**config.mk**
```make
export PLATFORM = sky130hd
export DESIGN_NAME = demod_bit_decision
export DESIGN_NICKNAME = d
export VERILOG_FILES = /design/src/rtl/demod_bit_decision.sv
export SDC_FILE = /design/constraint.sdc
export NUM_CORES = 1
export LEC_CHECK = 0
export ABC_CLOCK_PERIOD_IN_PS = 14900
export BUFFER_PORTS_ARGS = -buffer_cell sky130_fd_sc_hd__buf_2
export CELL_PAD_IN_SITES_DETAIL_PLACEMENT = 0
export CELL_PAD_IN_SITES_GLOBAL_PLACEMENT = 1
export CORE_MARGIN = 3
export CORE_UTILIZATION = 38
export CTS_CLUSTER_DIAMETER = 120
export CTS_CLUSTER_SIZE = 14
export DETAILED_ROUTE_END_ITERATION = 8
export GPL_TIMING_DRIVEN = 0
export PLACE_DENSITY = 0.73
export SETUP_SLACK_MARGIN = 0.3
export SYNTH_ARGS = -nofsm -noshare
export SYNTH_HDL_FRONTEND = slang
export SYNTH_SLANG_ARGS = --single-unit
```
**constraint.sdc**
```tcl
create_clock -name clk -period 14.9 [get_ports clk]
set_input_delay 2.98 -clock clk [delete_from_list [all_inputs] [get_ports clk]]
set_output_delay 2.98 -clock clk [all_outputs]
set_load 0.05 [all_outputs]
```
**src/rtl/demod_bit_decision.sv**
```systemverilog
// Serial accumulate-and-decide stage fed by the ten demodulation segments.
// Define DEMOD_ERASURE_EN to add the erasure output and erasure band logic.
module demod_bit_decision #(
  parameter logic signed [31:0] THRESH    = 32'sd0,
  parameter logic        [31:0] ERASE_THR = 32'd32768,
  parameter int                 BIT_CNT_W = 16
) (
  input  logic                 clk,
  input  logic                 reset,
  input  logic                 start,
  input  logic [31:0]          segment_0,
  input  logic [31:0]          segment_1,
  input  logic [31:0]          segment_2,
  input  logic [31:0]          segment_3,
  input  logic [31:0]          segment_4,
  input  logic [31:0]          segment_5,
  input  logic [31:0]          segment_6,
  input  logic [31:0]          segment_7,
  input  logic [31:0]          segment_8,
  input  logic [31:0]          segment_9,
  output logic                 bit_out,
  output logic [31:0]          metric,
  output logic [BIT_CNT_W-1:0] bit_count,
  output logic                 valid,
  output logic                 busy
`ifdef DEMOD_ERASURE_EN
  , output logic               erasure
`endif
);

  localparam logic [1:0] ST_IDLE  = 2'd0;
  localparam logic [1:0] ST_ACCUM = 2'd1;
  localparam logic [1:0] ST_DONE  = 2'd2;

  localparam logic signed [35:0] SAT_MAX = 36'sh07FFFFFFF;
  localparam logic signed [35:0] SAT_MIN = 36'shF80000000;

  logic [31:0]          seg_in   [10];
  logic [31:0]          snap_reg [10];
  logic [1:0]           state_reg;
  logic [3:0]           idx_reg;
  logic signed [35:0]   acc_reg;
  logic signed [35:0]   acc_next;
  logic signed [35:0]   thresh_ext;
  logic [31:0]          cur_seg;
  logic [31:0]          metric_next;
  logic                 bit_next;
  logic                 erase_next;
  logic                 take_start;
  logic                 bit_out_reg;
  logic [31:0]          metric_reg;
  logic [BIT_CNT_W-1:0] bit_count_reg;
  logic                 valid_reg;
  logic                 busy_reg;

  assign seg_in[0] = segment_0;
  assign seg_in[1] = segment_1;
  assign seg_in[2] = segment_2;
  assign seg_in[3] = segment_3;
  assign seg_in[4] = segment_4;
  assign seg_in[5] = segment_5;
  assign seg_in[6] = segment_6;
  assign seg_in[7] = segment_7;
  assign seg_in[8] = segment_8;
  assign seg_in[9] = segment_9;

  assign take_start = (state_reg == ST_IDLE) && start;

  // Snapshot is only loaded from IDLE, so a start while busy leaves it alone.
  generate
    for (genvar gi = 0; gi < 10; gi++) begin : gen_snap
      always_ff @(posedge clk or posedge reset) begin
        if (reset) begin
          snap_reg[gi] <= '0;
        end else if (take_start) begin
          snap_reg[gi] <= seg_in[gi];
        end
      end
    end
  endgenerate

  always_comb begin
    cur_seg    = snap_reg[idx_reg];
    acc_next   = acc_reg + $signed({{4{cur_seg[31]}}, cur_seg});
    thresh_ext = $signed({{4{THRESH[31]}}, THRESH});
    bit_next   = (acc_reg > thresh_ext);
    if (acc_reg > SAT_MAX) begin
      metric_next = 32'h7FFFFFFF;
    end else if (acc_reg < SAT_MIN) begin
      metric_next = 32'h80000000;
    end else begin
      metric_next = acc_reg[31:0];
    end
  end

`ifdef DEMOD_ERASURE_EN
  logic [35:0] acc_abs;
  logic        erasure_reg;

  always_comb begin
    acc_abs    = acc_reg[35] ? 36'(-acc_reg) : 36'(acc_reg);
    erase_next = (acc_abs <= {4'd0, ERASE_THR});
  end

  always_ff @(posedge clk or posedge reset) begin
    if (reset) begin
      erasure_reg <= 1'b0;
    end else if (state_reg == ST_DONE) begin
      erasure_reg <= erase_next;
    end
  end

  assign erasure = erasure_reg;
`else
  assign erase_next = 1'b0;
`endif

  always_ff @(posedge clk or posedge reset) begin
    if (reset) begin
      state_reg     <= ST_IDLE;
      idx_reg       <= '0;
      acc_reg       <= '0;
      bit_out_reg   <= 1'b0;
      metric_reg    <= '0;
      bit_count_reg <= '0;
      valid_reg     <= 1'b0;
      busy_reg      <= 1'b0;
    end else begin
      valid_reg <= 1'b0;
      case (state_reg)
        ST_IDLE: begin
          if (start) begin
            acc_reg   <= '0;
            idx_reg   <= '0;
            busy_reg  <= 1'b1;
            state_reg <= ST_ACCUM;
          end
        end
        ST_ACCUM: begin
          acc_reg <= acc_next;
          idx_reg <= idx_reg + 4'd1;
          if (idx_reg == 4'd9) begin
            state_reg <= ST_DONE;
          end
        end
        ST_DONE: begin
          // An erased decision still reports its metric but never counts.
          bit_out_reg <= bit_next && !erase_next;
          metric_reg  <= metric_next;
          if (!erase_next) begin
            bit_count_reg <= bit_count_reg + BIT_CNT_W'(1);
          end
          valid_reg <= 1'b1;
          busy_reg  <= 1'b0;
          state_reg <= ST_IDLE;
        end
        default: begin
          state_reg <= ST_IDLE;
        end
      endcase
    end
  end

  assign bit_out   = bit_out_reg;
  assign metric    = metric_reg;
  assign bit_count = bit_count_reg;
  assign valid     = valid_reg;
  assign busy      = busy_reg;

endmodule

```
# Yosys cells after proc, flatten, opt, wreduce, memory -nomap -nowiden
# Index checks and enable logic that the tools add are counted.
# word_totals
out_inout_bits	51
wordCells	53
register_bits	413
input_bits	323
# op_classes
n_bitwise	1
order_cmp	4
mux	15
add_sub_neg	3
reduce_logical	7
eq_ne	5
# ops
operator	n
32-bit binary-select mux with 4-bit select	1
32-bit two-way mux	4
36-bit one-hot mux with 2 select lines	1
36-bit by 32-bit adder with 36-bit output	1
36-bit by 1-bit > comparator with 1-bit output (second input constant)	1
36-bit by 32-bit > comparator with 1-bit output (second input constant)	1
36-bit by 32-bit < comparator with 1-bit output (second input constant)	1
36-bit two-way mux	1
16-bit by 1-bit adder with 16-bit output (second input constant)	1
4-bit one-hot mux with 2 select lines	1
2-bit AND reduction	3
5-bit greater-or-equal comparator (second input constant)	1
4-bit NOT with 5-bit output	1
4-bit by 1-bit adder with 4-bit output (second input constant)	1
4-bit == test (second input constant)	1
2-bit two-way mux	2
4-bit two-way mux	1
2-bit != test (second input constant)	2
2-bit one-hot mux with 2 select lines	1
2-bit nonzero test	2
2-bit by 1-bit == test with 1-bit output (second input constant)	1
2-bit == test (second input constant)	1
2-bit logical NOT	1
1-bit two-way mux	2
2 further kinds	2

# Longest topological paths before layout
# depth
word_depth	6
ltp_mapped	16
depth_no_buf	14

# Worst setup path before layout
# No wires, ideal clock.
# synth_path
kind	reg2reg
from	register idx_reg[0]
to	register acc_reg[28]
setup_time_ns	0.069
t_required_ns	14.831
setup_slack_ns	10.714
path_buffers	2
arrival_ns	4.117
path_stages_with_launch	15
path_cell_list	dfrtp_1 > clkbuf_1 > buf_1 > mux4_2 > a221oi_1 > a21oi_1 > ha_1 > a21o_1 > a221oi_2 > o221ai_1 > and3_1 > nor2_1 > a21oi_1 > or4_1 > nand3_1
# synth_between
elab_chain_cells	6
# synth_rtl
item	line_no	source
start, declared	41	logic [3:0] idx_reg;
start signal, assigned	141	idx_reg <= idx_reg + 4'd1;
4-bit NOT with 5-bit output (implied by the code)	83	cur_seg = snap_reg[idx_reg];
32-bit binary-select mux with 4-bit select	83	
32-bit two-way mux (implied by the code) (2 in series)	83	
36-bit by 32-bit adder with 36-bit output	84	acc_next = acc_reg + $signed({{4{cur_seg[31]}}, cur_seg});
36-bit one-hot mux with 2 select lines	130	case (state_reg)
end signal, assigned	140	acc_reg <= acc_next;
end, declared	42	logic signed [35:0] acc_reg;
# Every way passes these cells. The select of a mux whose other input is x is not followed.
# A chain may end at the register's enable or synchronous reset.

# Final worst setup path
# layout_path
from	register idx_reg[0]
to	register acc_reg[32]
# The elaborated chain is that of the path after synthesis.

==> reports/qor.txt <==
status - completed
CP endpoint kind - flop
CTS Buffer Depth - 3
setup slack after layout - 9.047 ns
max_cap viols - 0
EDFF count, synth - 0
Worst Tran Pin Value - 0.9674 ns
largest fanout on the critical path - 10
HP Start - metric[12]
via count - 17490
YS warnings - 0
relative slew slack - 0.3551
most frequent cells in the layout - nand2_1, dfrtp_1, buf_2
critical path startpoint category - flop
R2R setup slack - 9.05 ns
worst skew pair latency - 0.56 ns
WP data arrival - 6.34 ns
Clock transition at path regs - 0.07 ns
Antenna Violating Nets Remaining - 0
global-route wire length before repair - 107400 um
CTS tree - done
H-tree depth - 2
Gates resized, CTS repair - 0
Hold Path Sink - metric[12]
max FFs per register - 320
initial DRC count - 1482
FMAX - 170.9 MHz
DR DRC count - 0
Bufs and invs on worst path - 3
commonest non-fill, non-tap cell in the layout - nand2_1
P_leak - 0.01225 uW
drt first pass iters - 5
IO Port Bufs - 373
GRT Util Overall - 0.2505
WL/cell - 21.12 um
P_int - 3430 uW
boundary pin count - 374
worst clock skew - 0.01978 ns
area delta synth->final - 18.69%
Clock Power Share - 0.136
TritonCTS buffer count - 35
syn_area_per_cell - 9.040 um2
antenna violations before repair - 5
CP delay by family, top - compound AO/OA/AOI/OAI gates
hold_buf cts - 0
Mapped Cells - 2225
crit path kind - flop to flop
pre-CTS setup slack - 9.098 ns
Slowest-stage cell, CP - clkbuf_1
post-synthesis async set-or-reset flop share - 1.000
Worst Path Required - 15.39 ns
# Post-CTS Setup Buffers - 0
Worst R2R Start - idx_reg[0]
final hold vios - 0
Final #Nets - 3000
peak supply drop - 0.00009886 V
Final Setup Violations - 0
unrepaired setup endpoints after global routing - no
Die Width - 236.1 um
max-slew violation count - 0
largest net degree at the start of global routing - 118
reg2reg path depth - 15
Initial Utilization - 0.3881
total grt overflow - 0
logic gate share of total power - 0.548
Main synth FF type - dfrtp_1
Hold Path Class - flop to flop
Unique masters post-synth - 66
Root Driver - clkbuf_16
vias in the first global route - 17950
Pwr Total - 6282 uW
ratio of cells with drive above 1 in the final layout - 0.2033
Seq/Total Area, Yosys - 0.5138
total wire length - 70240 um
Synth Net Count - 2587
synthesized area - 0.02011 mm2
Reg power frac - 0.316
Worst R2R End - acc_reg[32]
NetSw - 2851 uW
Period minus WS final - 5.853 ns
CORE AREA - 0.05182 mm2
CP peak stage delay - 0.79 ns
Via density - 5.259
number of synthesized register bits - 413
Fill cells - 5104
Post-DP HPWL - 54270 um
FP Rows - 83
Net Sw Frac - 0.4539
gpl congestion - 0.9060
critical-path cell list - clkbuf_1 -> clkbuf_1 -> buf_2 -> mux2_2 -> a221oi_1 -> a21oi_1 -> ha_1 -> a21oi_1 -> a21boi_0 -> o221ai_1 -> and3_1 -> o21bai_1 -> nand4_1 -> a311o_1 -> nand3_1
hold path depth - 2
fin crit share - 0.3928
Die Y - 236.1 um
pwr/cell area - 263.1 mW/mm2
CTS sink cnt - 413
Die ar. - 0.05573 mm2
[kinds of logic after synthesis]
logic type / synth area share
xor gates and xnor gates: 0.01524
and+or+nand+nor: 0.2422
DFF: 0.5138
adders and majority gates: 0.02463
buffers and inverters: 0.03036
muxes: 0.08957
AOI/OAI and AO/OA: 0.08416
[power by group through the flow]
stage                     Clock (uW)  Sequential, uW  Combinational (uW)
after floorplan                    0            2030                2350
after global placement             0            1980                3360
after detailed placement           0            2000                3420
after CTS                        874            1980                3430
after global routing             913            2040                3800
final                            852            1990                3440
[how the worst max path moves through the flow]
stage | end | cells past startpoint | slack, ns | startpoint
3_3_place_gp | snap_reg[144] | 2 | -4.16 | reset
5_1_grt | acc_reg[32] | 15 | 8.76 | idx_reg[0]
2_1_floorplan | acc_reg[0] | 1 | 0.43 | reset
4_1_cts | acc_reg[32] | 15 | 9.05 | idx_reg[0]
3_5_place_dp | acc_reg[32] | 15 | 9.10 | idx_reg[0]
6_report | acc_reg[32] | 15 | 9.05 | idx_reg[0]
[cells in the mapped netlist, types with 9 or more instances]
library cell	instances	area (um2)
a21o_1	20	150.1
a21oi_1	64	320.3
a221oi_1	33	289.0
clkbuf_1	113	424.2
dfrtp_1	413	10330
ha_1	38	475.5
inv_1	18	67.56
mux2_2	32	360.4
mux4_2	64	1441
nand2_1	1120	4204
nand3_1	28	140.1
nand4_1	9	56.30
nor2_1	21	78.83
nor3_1	11	55.05
nor4_1	10	62.56
o21ai_0	70	350.3
xnor2_1	23	201.4
xor2_1	12	105.1
[per-layer routing]
| metal | routed length (um) | up-vias | global-route usage |
|---|---|---|---|
| met5 | 0 | - | 0 |
| met2 | 33070 | 546 | 0.4067 |
| li1 | - | 8210 | - |
| met3 | 3848 | 86 | 0.02771 |
| met1 | 31540 | 8649 | 0.3556 |
| met4 | 1780 | 0 | 0.07448 |
[cell type report]
class	count	area, um2	share of cell area
antenna	5	12.51	0.0005241
sequential	413	10330	0.4329
timing repair buffer	376	1949	0.08166
multi-input combinational	1662	9169	0.3841
inverter	18	75.07	0.003145
clock buffer	37	904.6	0.03789
tap	680	850.8	0.03564
clock inverter	3	33.78	0.001415
buffer	132	543.0	0.02275
[metrics by stage]
step / util / instances / instance area (um2) / hold WS [ns] / setup TNS [ns]
final: 0.4607 / 3326 / 23870 / 0.4562 / 0
after detailed placement: 0.4423 / 3281 / 22920 / 0.4505 / 0
after global routing: 0.4607 / 3326 / 23870 / 0.4816 / 0
after floorplan: - / 2225 / 20110 / 0.4401 / 0
after CTS: 0.4604 / 3321 / 23860 / 0.4642 / 0
after global placement: 0.4406 / 3278 / 22830 / 0.4463 / -1693.42
[worst min-delay path, cell delays in order, from the launching register on]
cell	delay, ns
dfrtp_1	0.33
nand2_1	0.05
nand2_1	0.04
(Power assumes the default switching activity.)
